--- src/rtl/panel_input_ctrl_if.sv ---
`timescale 1ns/1ps
// Front-panel input bundle: raw button/encoder inputs towards the controller and
// debounced button / rotary results back from it.
interface panel_input_ctrl_if #(
  parameter int NUM_BTN   = 5,
  parameter int CNT_WIDTH = 8
);
  logic [NUM_BTN-1:0]   iBtn;
  logic                 iRotA;
  logic                 iRotB;
  logic                 iCountClear;
  logic [NUM_BTN-1:0]   oBtnLevel;
  logic [NUM_BTN-1:0]   oBtnPress;
  logic                 oRotStep;
  logic                 oRotDir;
  logic [CNT_WIDTH-1:0] oRotCount;

  modport master (
    output iBtn, iRotA, iRotB, iCountClear,
    input  oBtnLevel, oBtnPress, oRotStep, oRotDir, oRotCount
  );

  modport slave (
    input  iBtn, iRotA, iRotB, iCountClear,
    output oBtnLevel, oBtnPress, oRotStep, oRotDir, oRotCount
  );
endinterface

--- src/rtl/panel_input_ctrl.sv ---
`timescale 1ns/1ps
// Debounced push-buttons with one-cycle press pulses plus a filtered rotary encoder position counter.
// Define BTN_AUTOREPEAT_EN to build per-button auto-repeat of the press pulse.
module panel_input_ctrl #(
  parameter int NUM_BTN         = 5,
  parameter int DEBOUNCE_CYCLES = 250000,
  parameter int CNT_WIDTH       = 8,
  parameter int CNT_MODE        = 0,
  parameter int REPEAT_DELAY    = 25000000,
  parameter int REPEAT_RATE     = 5000000
) (
  input  logic              Clock,
  input  logic              Reset,
  panel_input_ctrl_if.slave bus
);

  localparam int                   DB_W    = $clog2(DEBOUNCE_CYCLES);
  localparam logic [DB_W-1:0]      DB_LAST = DB_W'(DEBOUNCE_CYCLES - 1);
  localparam logic [CNT_WIDTH-1:0] CNT_MAX = '1;

  if (NUM_BTN < 1 || NUM_BTN > 16 || DEBOUNCE_CYCLES < 2 || CNT_WIDTH < 2 || CNT_WIDTH > 16 ||
      CNT_MODE < 0 || CNT_MODE > 1 || REPEAT_DELAY < 1 || REPEAT_RATE < 1) begin : g_param_check
    $error("panel_input_ctrl: parameter out of range");
  end

  logic [NUM_BTN-1:0]   btn_s1_q, btn_s2_q;
  logic [1:0]           rot_s1_q, rot_s2_q;
  logic [DB_W-1:0]      db_cnt_q [NUM_BTN];
  logic [DB_W-1:0]      db_cnt_d [NUM_BTN];
  logic [NUM_BTN-1:0]   level_q, level_d;
  logic [NUM_BTN-1:0]   press_q, press_d;
  logic [NUM_BTN-1:0]   rpt_pulse;
  logic                 q1_q, q1_d, q2_q, q2_d;
  logic                 step_q, step_d, dir_q, dir_d;
  logic [CNT_WIDTH-1:0] count_q, count_d;
  logic                 rot_a, rot_b;

  assign rot_a = rot_s2_q[1];
  assign rot_b = rot_s2_q[0];

  // Debounce: a channel flips only after DEBOUNCE_CYCLES consecutive differing samples.
  always_comb begin
    level_d = level_q;
    press_d = '0;
    for (int i = 0; i < NUM_BTN; i++) begin
      db_cnt_d[i] = '0;
      if (btn_s2_q[i] != level_q[i]) begin
        if (db_cnt_q[i] == DB_LAST) begin
          level_d[i] = ~level_q[i];
          press_d[i] = ~level_q[i];
        end else begin
          db_cnt_d[i] = db_cnt_q[i] + 1'b1;
        end
      end
    end
  end

`ifdef BTN_AUTOREPEAT_EN
  localparam int RPT_MAX = (REPEAT_DELAY > REPEAT_RATE) ? REPEAT_DELAY : REPEAT_RATE;
  localparam int RPT_W   = $clog2(RPT_MAX + 1);

  logic [RPT_W-1:0]   rpt_cnt_q [NUM_BTN];
  logic [RPT_W-1:0]   rpt_cnt_d [NUM_BTN];
  logic [NUM_BTN-1:0] rpt_first_q, rpt_first_d;

  // Timer counts cycles since the last pulse; the first interval uses the longer delay.
  always_comb begin
    rpt_pulse   = '0;
    rpt_first_d = rpt_first_q;
    for (int i = 0; i < NUM_BTN; i++) begin
      rpt_cnt_d[i] = rpt_cnt_q[i];
      if (press_d[i]) begin
        rpt_cnt_d[i]   = RPT_W'(1);
        rpt_first_d[i] = 1'b1;
      end else if (!level_q[i] || !level_d[i]) begin
        rpt_cnt_d[i]   = '0;
        rpt_first_d[i] = 1'b0;
      end else if (rpt_cnt_q[i] == (rpt_first_q[i] ? RPT_W'(REPEAT_DELAY) : RPT_W'(REPEAT_RATE))) begin
        rpt_pulse[i]   = 1'b1;
        rpt_cnt_d[i]   = RPT_W'(1);
        rpt_first_d[i] = 1'b0;
      end else begin
        rpt_cnt_d[i] = rpt_cnt_q[i] + 1'b1;
      end
    end
  end

  always_ff @(posedge Clock or posedge Reset) begin
    if (Reset) begin
      rpt_first_q <= '0;
      for (int i = 0; i < NUM_BTN; i++) rpt_cnt_q[i] <= '0;
    end else begin
      rpt_first_q <= rpt_first_d;
      for (int i = 0; i < NUM_BTN; i++) rpt_cnt_q[i] <= rpt_cnt_d[i];
    end
  end
`else
  assign rpt_pulse = '0;
`endif

  // Rotary hysteresis filter; a detent is the rising edge of q1.
  always_comb begin
    q1_d = q1_q;
    q2_d = q2_q;
    if (rot_a && rot_b)        q1_d = 1'b1;
    else if (!rot_a && !rot_b) q1_d = 1'b0;
    if (rot_a && !rot_b)       q2_d = 1'b1;
    else if (!rot_a && rot_b)  q2_d = 1'b0;
    step_d = q1_d & ~q1_q;
    dir_d  = step_d ? ~q2_q : dir_q;
  end

  // Position follows the registered step one cycle later; clear has priority.
  always_comb begin
    count_d = count_q;
    if (bus.iCountClear) begin
      count_d = '0;
    end else if (step_q) begin
      if (dir_q) begin
        if (!(CNT_MODE == 1 && count_q == CNT_MAX)) count_d = count_q + 1'b1;
      end else begin
        if (!(CNT_MODE == 1 && count_q == '0)) count_d = count_q - 1'b1;
      end
    end
  end

  always_ff @(posedge Clock or posedge Reset) begin
    if (Reset) begin
      btn_s1_q <= '0;
      btn_s2_q <= '0;
      rot_s1_q <= '0;
      rot_s2_q <= '0;
      level_q  <= '0;
      press_q  <= '0;
      q1_q     <= 1'b0;
      q2_q     <= 1'b0;
      step_q   <= 1'b0;
      dir_q    <= 1'b0;
      count_q  <= '0;
      for (int i = 0; i < NUM_BTN; i++) db_cnt_q[i] <= '0;
    end else begin
      btn_s1_q <= bus.iBtn;
      btn_s2_q <= btn_s1_q;
      rot_s1_q <= {bus.iRotA, bus.iRotB};
      rot_s2_q <= rot_s1_q;
      level_q  <= level_d;
      press_q  <= press_d | rpt_pulse;
      q1_q     <= q1_d;
      q2_q     <= q2_d;
      step_q   <= step_d;
      dir_q    <= dir_d;
      count_q  <= count_d;
      for (int i = 0; i < NUM_BTN; i++) db_cnt_q[i] <= db_cnt_d[i];
    end
  end

  assign bus.oBtnLevel = level_q;
  assign bus.oBtnPress = press_q;
  assign bus.oRotStep  = step_q;
  assign bus.oRotDir   = dir_q;
  assign bus.oRotCount = count_q;

endmodule

--- src/flat_wrapper.sv ---
// flat-port wrapper written by rule: the top's interface ports become plain ports
module panel_input_ctrl_flat 
#(
  parameter int NUM_BTN         = 5,
  parameter int DEBOUNCE_CYCLES = 250000,
  parameter int CNT_WIDTH       = 8,
  parameter int CNT_MODE        = 0,
  parameter int REPEAT_DELAY    = 25000000,
  parameter int REPEAT_RATE     = 5000000
)
  (Clock, Reset, bus_iBtn, bus_iRotA, bus_iRotB, bus_iCountClear, bus_oBtnLevel, bus_oBtnPress, bus_oRotStep, bus_oRotDir, bus_oRotCount);
  panel_input_ctrl_if #(.NUM_BTN(NUM_BTN), .CNT_WIDTH(CNT_WIDTH)) bus_i ();
  input  logic Clock;
  input  logic Reset;
  input wire logic [$bits(bus_i.iBtn)-1:0] bus_iBtn;
  input wire logic [$bits(bus_i.iRotA)-1:0] bus_iRotA;
  input wire logic [$bits(bus_i.iRotB)-1:0] bus_iRotB;
  input wire logic [$bits(bus_i.iCountClear)-1:0] bus_iCountClear;
  output wire logic [$bits(bus_i.oBtnLevel)-1:0] bus_oBtnLevel;
  output wire logic [$bits(bus_i.oBtnPress)-1:0] bus_oBtnPress;
  output wire logic [$bits(bus_i.oRotStep)-1:0] bus_oRotStep;
  output wire logic [$bits(bus_i.oRotDir)-1:0] bus_oRotDir;
  output wire logic [$bits(bus_i.oRotCount)-1:0] bus_oRotCount;
  assign bus_i.iBtn = bus_iBtn;
  assign bus_i.iRotA = bus_iRotA;
  assign bus_i.iRotB = bus_iRotB;
  assign bus_i.iCountClear = bus_iCountClear;
  assign bus_oBtnLevel = bus_i.oBtnLevel;
  assign bus_oBtnPress = bus_i.oBtnPress;
  assign bus_oRotStep = bus_i.oRotStep;
  assign bus_oRotDir = bus_i.oRotDir;
  assign bus_oRotCount = bus_i.oRotCount;
  panel_input_ctrl #(.NUM_BTN(NUM_BTN), .DEBOUNCE_CYCLES(DEBOUNCE_CYCLES), .CNT_WIDTH(CNT_WIDTH), .CNT_MODE(CNT_MODE), .REPEAT_DELAY(REPEAT_DELAY), .REPEAT_RATE(REPEAT_RATE)) u_core (.Clock(Clock), .Reset(Reset), .bus(bus_i));
endmodule
--- config.mk ---
export PLATFORM = sky130hd
export DESIGN_NAME = panel_input_ctrl_flat
export DESIGN_NICKNAME = d
export VERILOG_FILES = /design/src/rtl/panel_input_ctrl_if.sv /design/src/rtl/panel_input_ctrl.sv /design/src/flat_wrapper.sv
export SDC_FILE = /design/constraint.sdc
export NUM_CORES = 1
export LEC_CHECK = 0
export ABC_AREA = 1
export BUFFER_PORTS_ARGS = -buffer_cell sky130_fd_sc_hd__buf_2
export CORE_MARGIN = 1.5
export CORE_UTILIZATION = 40
export DETAILED_ROUTE_END_ITERATION = 16
export GPL_ROUTABILITY_DRIVEN = 0
export PLACE_DENSITY = 0.65
export SLEW_MARGIN = 20
export SYNTH_ARGS = -nofsm -noshare
export SYNTH_HDL_FRONTEND = slang
export SYNTH_SLANG_ARGS = --single-unit
export TNS_END_PERCENT = 5
--- constraint.sdc ---
create_clock -name Clock -period 10 [get_ports Clock]
set_input_delay 0 -clock Clock [delete_from_list [all_inputs] [get_ports Clock]]
set_output_delay 0 -clock Clock [all_outputs]
set_load 0.005 [all_outputs]
==> flow_summary.json <==
{
  "critical_path.slowest_cell": "sky130_fd_sc_hd__xnor2_1",
  "syn-num-nets": 882,
  "seqPwrFrac": 0.431,
  "grt_remaining_overflow": 0,
  "clock_h_tree_levels": 4,
  "powerDensity_nw_per_um2": 161,
  "layout.cells.most_common_list": "sky130_fd_sc_hd__nor2_1, sky130_fd_sc_hd__nand2_1, sky130_fd_sc_hd__dfrtp_1",
  "critPathBufInv": 1,
  "reg2reg_to": "u_core.db_cnt_q[22]$_DFF_PP0_",
  "routedWlPerCell_um": 11.6,
  "status": "completed",
  "net-switching-power_uw": 294,
  "worst-endpoint-arrival_ps": 2010,
  "worstSetupEndpointType": "register",
  "static-leakage-power_uw": 0.00353,
  "clk_transition_reported_paths_ps": 60,
  "floorplan.die_area_um2": 17500,
  "time_the_worst_path_needs_with_i_o_delays_and_setup_ps": 1720,
  "fin_tns_setup_ps": 0,
  "cts_tree": "yes",
  "clock_buffers_created_by_tritoncts": 17,
  "critical_path_required_ps": 10290,
  "post-dp-hpwl_um": 9570,
  "crit_path_cell_trace": "xnor2_1 -> nor2_1 -> inv_1 -> nor2_1",
  "ys.warnings.count": 0,
  "synth_cell_types": 38,
  "port-buffer-count": 29,
  "final.setup.worst_slack_ps": 8280,
  "cp_common_cell": "sky130_fd_sc_hd__nor2_1",
  "clock-root-buffer": "sky130_fd_sc_hd__clkbuf_16",
  "ys_top_cells_by_area": "sky130_fd_sc_hd__dfrtp_1, sky130_fd_sc_hd__nor2_1, sky130_fd_sc_hd__nand2_1",
  "slew-limit-headroom": 0.408,
  "core_area_um2": 16500,
  "setup-violations-final": 0,
  "max_cap_violations": 0,
  "cpPeakStageDelay_ps": 730,
  "grt_antenna_before_repair": 0,
  "ctsLongestPathBuffers": 2,
  "drt_via_density": 4.74,
  "setup_repair_after_global_routing_missed_its_margin": "false",
  "asyncSetResetFlopFracSynth": 1.00,
  "maximum_vdd_drop_mv": 0.116,
  "cts_resized": 0,
  "regToRegSetupSlack_ps": 8280,
  "die-width_um": 132,
  "clkSinkCount": 126,
  "detail_route.drc_violations": 0,
  "power.switching_fraction": 0.234,
  "worst-r2r-cell-count": 4,
  "path_delay_family": "XOR/XNOR gates",
  "area_taken_by_flip_flops_and_latches_um2": 3150,
  "power.share.combinational": 0.090,
  "most_instantiated_flip_flop_cell_in_the_synthesis_netlist": "sky130_fd_sc_hd__dfrtp_1",
  "antenna_left": 0,
  "post-cts-setup-buffer-count": 0,
  "place_worst_setup_slack_ps": 8210,
  "max_freq_mhz": 582,
  "placedInstanceArea_um2": 7120,
  "drt-pass1-iter-count": 4,
  "final_worst_path_period_share": 0.172,
  "number_of_global_route_vias_before_repair": 5275,
  "max_slew.worst_pin.slew_ps": 882,
  "boundaryPins": 30,
  "via_count": 5417,
  "worstHoldPathType": "in2async",
  "count_of_state_elements_after_synthesis": 126,
  "floorplan.initialDensity": 0.407,
  "synth_top_area_frac": 0.470,
  "worstSetupStartpointType": "register",
  "finish.instance_area_um2": 7780,
  "global_route_wire_length_before_repair_um": 23700,
  "criticalPathCategory": "reg2reg",
  "layout.cells.most_common": "sky130_fd_sc_hd__nor2_1",
  "ys_seq_area_frac": 0.470,
  "multiInputGateArea_um2": 3170,
  "clkLatencyLatePin_ps": 420,
  "synth_largest_area_cell": "sky130_fd_sc_hd__dfrtp_1",
  "num_rows": 47,
  "fin_nets": 937,
  "synth_edf_count": 0,
  "synth.avg_cell_area_um2": 7.82,
  "power.internal_uw": 960,
  "worst-path-max-fanout": 11,
  "drt-total-wl_um": 13200,
  "synth_area_um2": 6700,
  "report.final.hold_viol_count": 0,
  "crit-reg2reg-launch": "u_core.bus.oBtnLevel[3]$_DFFE_PP0P_",
  "clock_power_share": 0.479,
  "grt_start_max_net_pins": 71,
  "finalClockSkew_ps": 8.46,
  "drtIter0Drc": 303,
  "dieHeight_um": 132,
  "count_of_pins_over_their_slew_limit": 0,
  "antenna-diode-count": 0,
  "area.growth.synth_to_final_pct": 16.1,
  "track_usage": 0.165,
  "post_route_cells_drive_above_1_share": 0.102,
  "number_of_fill_cells_in_the_layout": 1635,
  "synthCells": 857
}
## worst reg2reg max path: cells and delay by family (launching register included)
kind	cells	cell delay, ps
simple gates	2	280
flops	1	410
buf+inv	1	190
xor+xnor	1	730
## state kept, by name, summed over array words and instances, names as in the netlist, 2 cells and up
name                  flops
u_core.btn_s1_q           5
u_core.btn_s2_q           5
u_core.bus.oBtnLevel      5
u_core.bus.oBtnPress      5
u_core.bus.oRotCount      8
u_core.db_cnt_q          90
u_core.rot_s1_q           2
u_core.rot_s2_q           2
## timing repair
| item | CTS | global route |
|---|---|---|
| hold buffers | 9 | 0 |
| endpoints found under the hold margin | 69 | 0 |
| endpoints found under the setup margin | 0 | 0 |
## power by group through the flow
stage,logic (uW),registers [uW],clock network (uW)
2_1_floorplan,83.0,547,0
3_3_place_gp,109,549,0
4_1_cts,115,540,616
6_report,113,540,601
5_1_grt,132,543,639
3_5_place_dp,112,549,0
## stage by stage
| stage | hold slack [ps] | std cells | power, uW | util |
|---|---|---|---|---|
| 2_1_floorplan | 31.4 | 857 | 630 | - |
| 3_3_place_gp | 86.9 | 1104 | 658 | 0.432 |
| 3_5_place_dp | 92.9 | 1104 | 661 | 0.432 |
| 4_1_cts | 202 | 1144 | 1270 | 0.473 |
| 5_1_grt | 220 | 1144 | 1310 | 0.473 |
| 6_report | 182 | 1144 | 1250 | 0.473 |
## synthesized netlist by cell type (2+ instances only)
cell type and number:
sky130_fd_sc_hd__nor3_2 6, sky130_fd_sc_hd__dfrtp_1 126, sky130_fd_sc_hd__inv_1 92, sky130_fd_sc_hd__nand2_2 7, sky130_fd_sc_hd__nand3b_1 6, sky130_fd_sc_hd__nand3_1 57
sky130_fd_sc_hd__o21ai_1 3, sky130_fd_sc_hd__nand4_1 22, sky130_fd_sc_hd__nor2_2 6, sky130_fd_sc_hd__nor3b_1 3, sky130_fd_sc_hd__nor2_1 213, sky130_fd_sc_hd__a31oi_1 3
sky130_fd_sc_hd__nand3_2 5, sky130_fd_sc_hd__xnor2_1 13, sky130_fd_sc_hd__nor2_4 2, sky130_fd_sc_hd__o21ai_0 9, sky130_fd_sc_hd__a21oi_1 13, sky130_fd_sc_hd__nor3_1 14
sky130_fd_sc_hd__xor2_1 35, sky130_fd_sc_hd__nand2_1 182, sky130_fd_sc_hd__inv_2 4, sky130_fd_sc_hd__nand2_4 2, sky130_fd_sc_hd__and2_1 6, sky130_fd_sc_hd__ha_1 14
## cell families (layout without fill, tap and decap cells)
kind of cell / after synthesis / count (layout) / synth area share
adders and majority gates: 15 / 15 / 0.0291
AOI/OAI and AO/OA: 31 / 31 / 0.0250
xor gates and xnor gates: 49 / 49 / 0.0651
and+or+nand+nor: 536 / 536 / 0.352
buffers and inverters: 99 / 166 / 0.0567
DFF: 126 / 126 / 0.470
muxes: 1 / 1 / 0.00168
## per-layer routing
| layer | vias up | track usage | share of wire |
|---|---|---|---|
| li1 | 2805 | - | - |
| met1 | 2498 | 0.217 | 0.49 |
| met2 | 96 | 0.268 | 0.46 |
| met3 | 18 | 0.0391 | 0.036 |
| met4 | 0 | 0.0598 | 0.012 |
| met5 | - | 0 | 0 |
## worst max path at each step
stage	startpoint	depth (start not counted)	end	slack, ps
after floorplan	Reset	1	u_core.btn_s1_q[0]$_DFF_PP0_	6640
after global placement	u_core.bus.oBtnLevel[3]$_DFFE_PP0P_	4	u_core.db_cnt_q[22]$_DFF_PP0_	8260
after detailed placement	u_core.bus.oBtnLevel[3]$_DFFE_PP0P_	4	u_core.db_cnt_q[25]$_DFF_PP0_	8210
after CTS	u_core.bus.oBtnLevel[3]$_DFFE_PP0P_	4	u_core.db_cnt_q[21]$_DFF_PP0_	8200
after global routing	u_core.bus.oBtnLevel[3]$_DFFE_PP0P_	4	u_core.db_cnt_q[25]$_DFF_PP0_	8080
final	u_core.bus.oBtnLevel[3]$_DFFE_PP0P_	4	u_core.db_cnt_q[22]$_DFF_PP0_	8280
## layout make-up
type | count | area share
clock buffer | 25 | 0.0637
clock inverter | 6 | 0.0106
inverter | 96 | 0.0469
multi-input combinational | 632 | 0.407
sequential | 126 | 0.405
tap | 220 | 0.0354
timing repair buffer | 39 | 0.0312
Power figures use the tool's default switching activity.
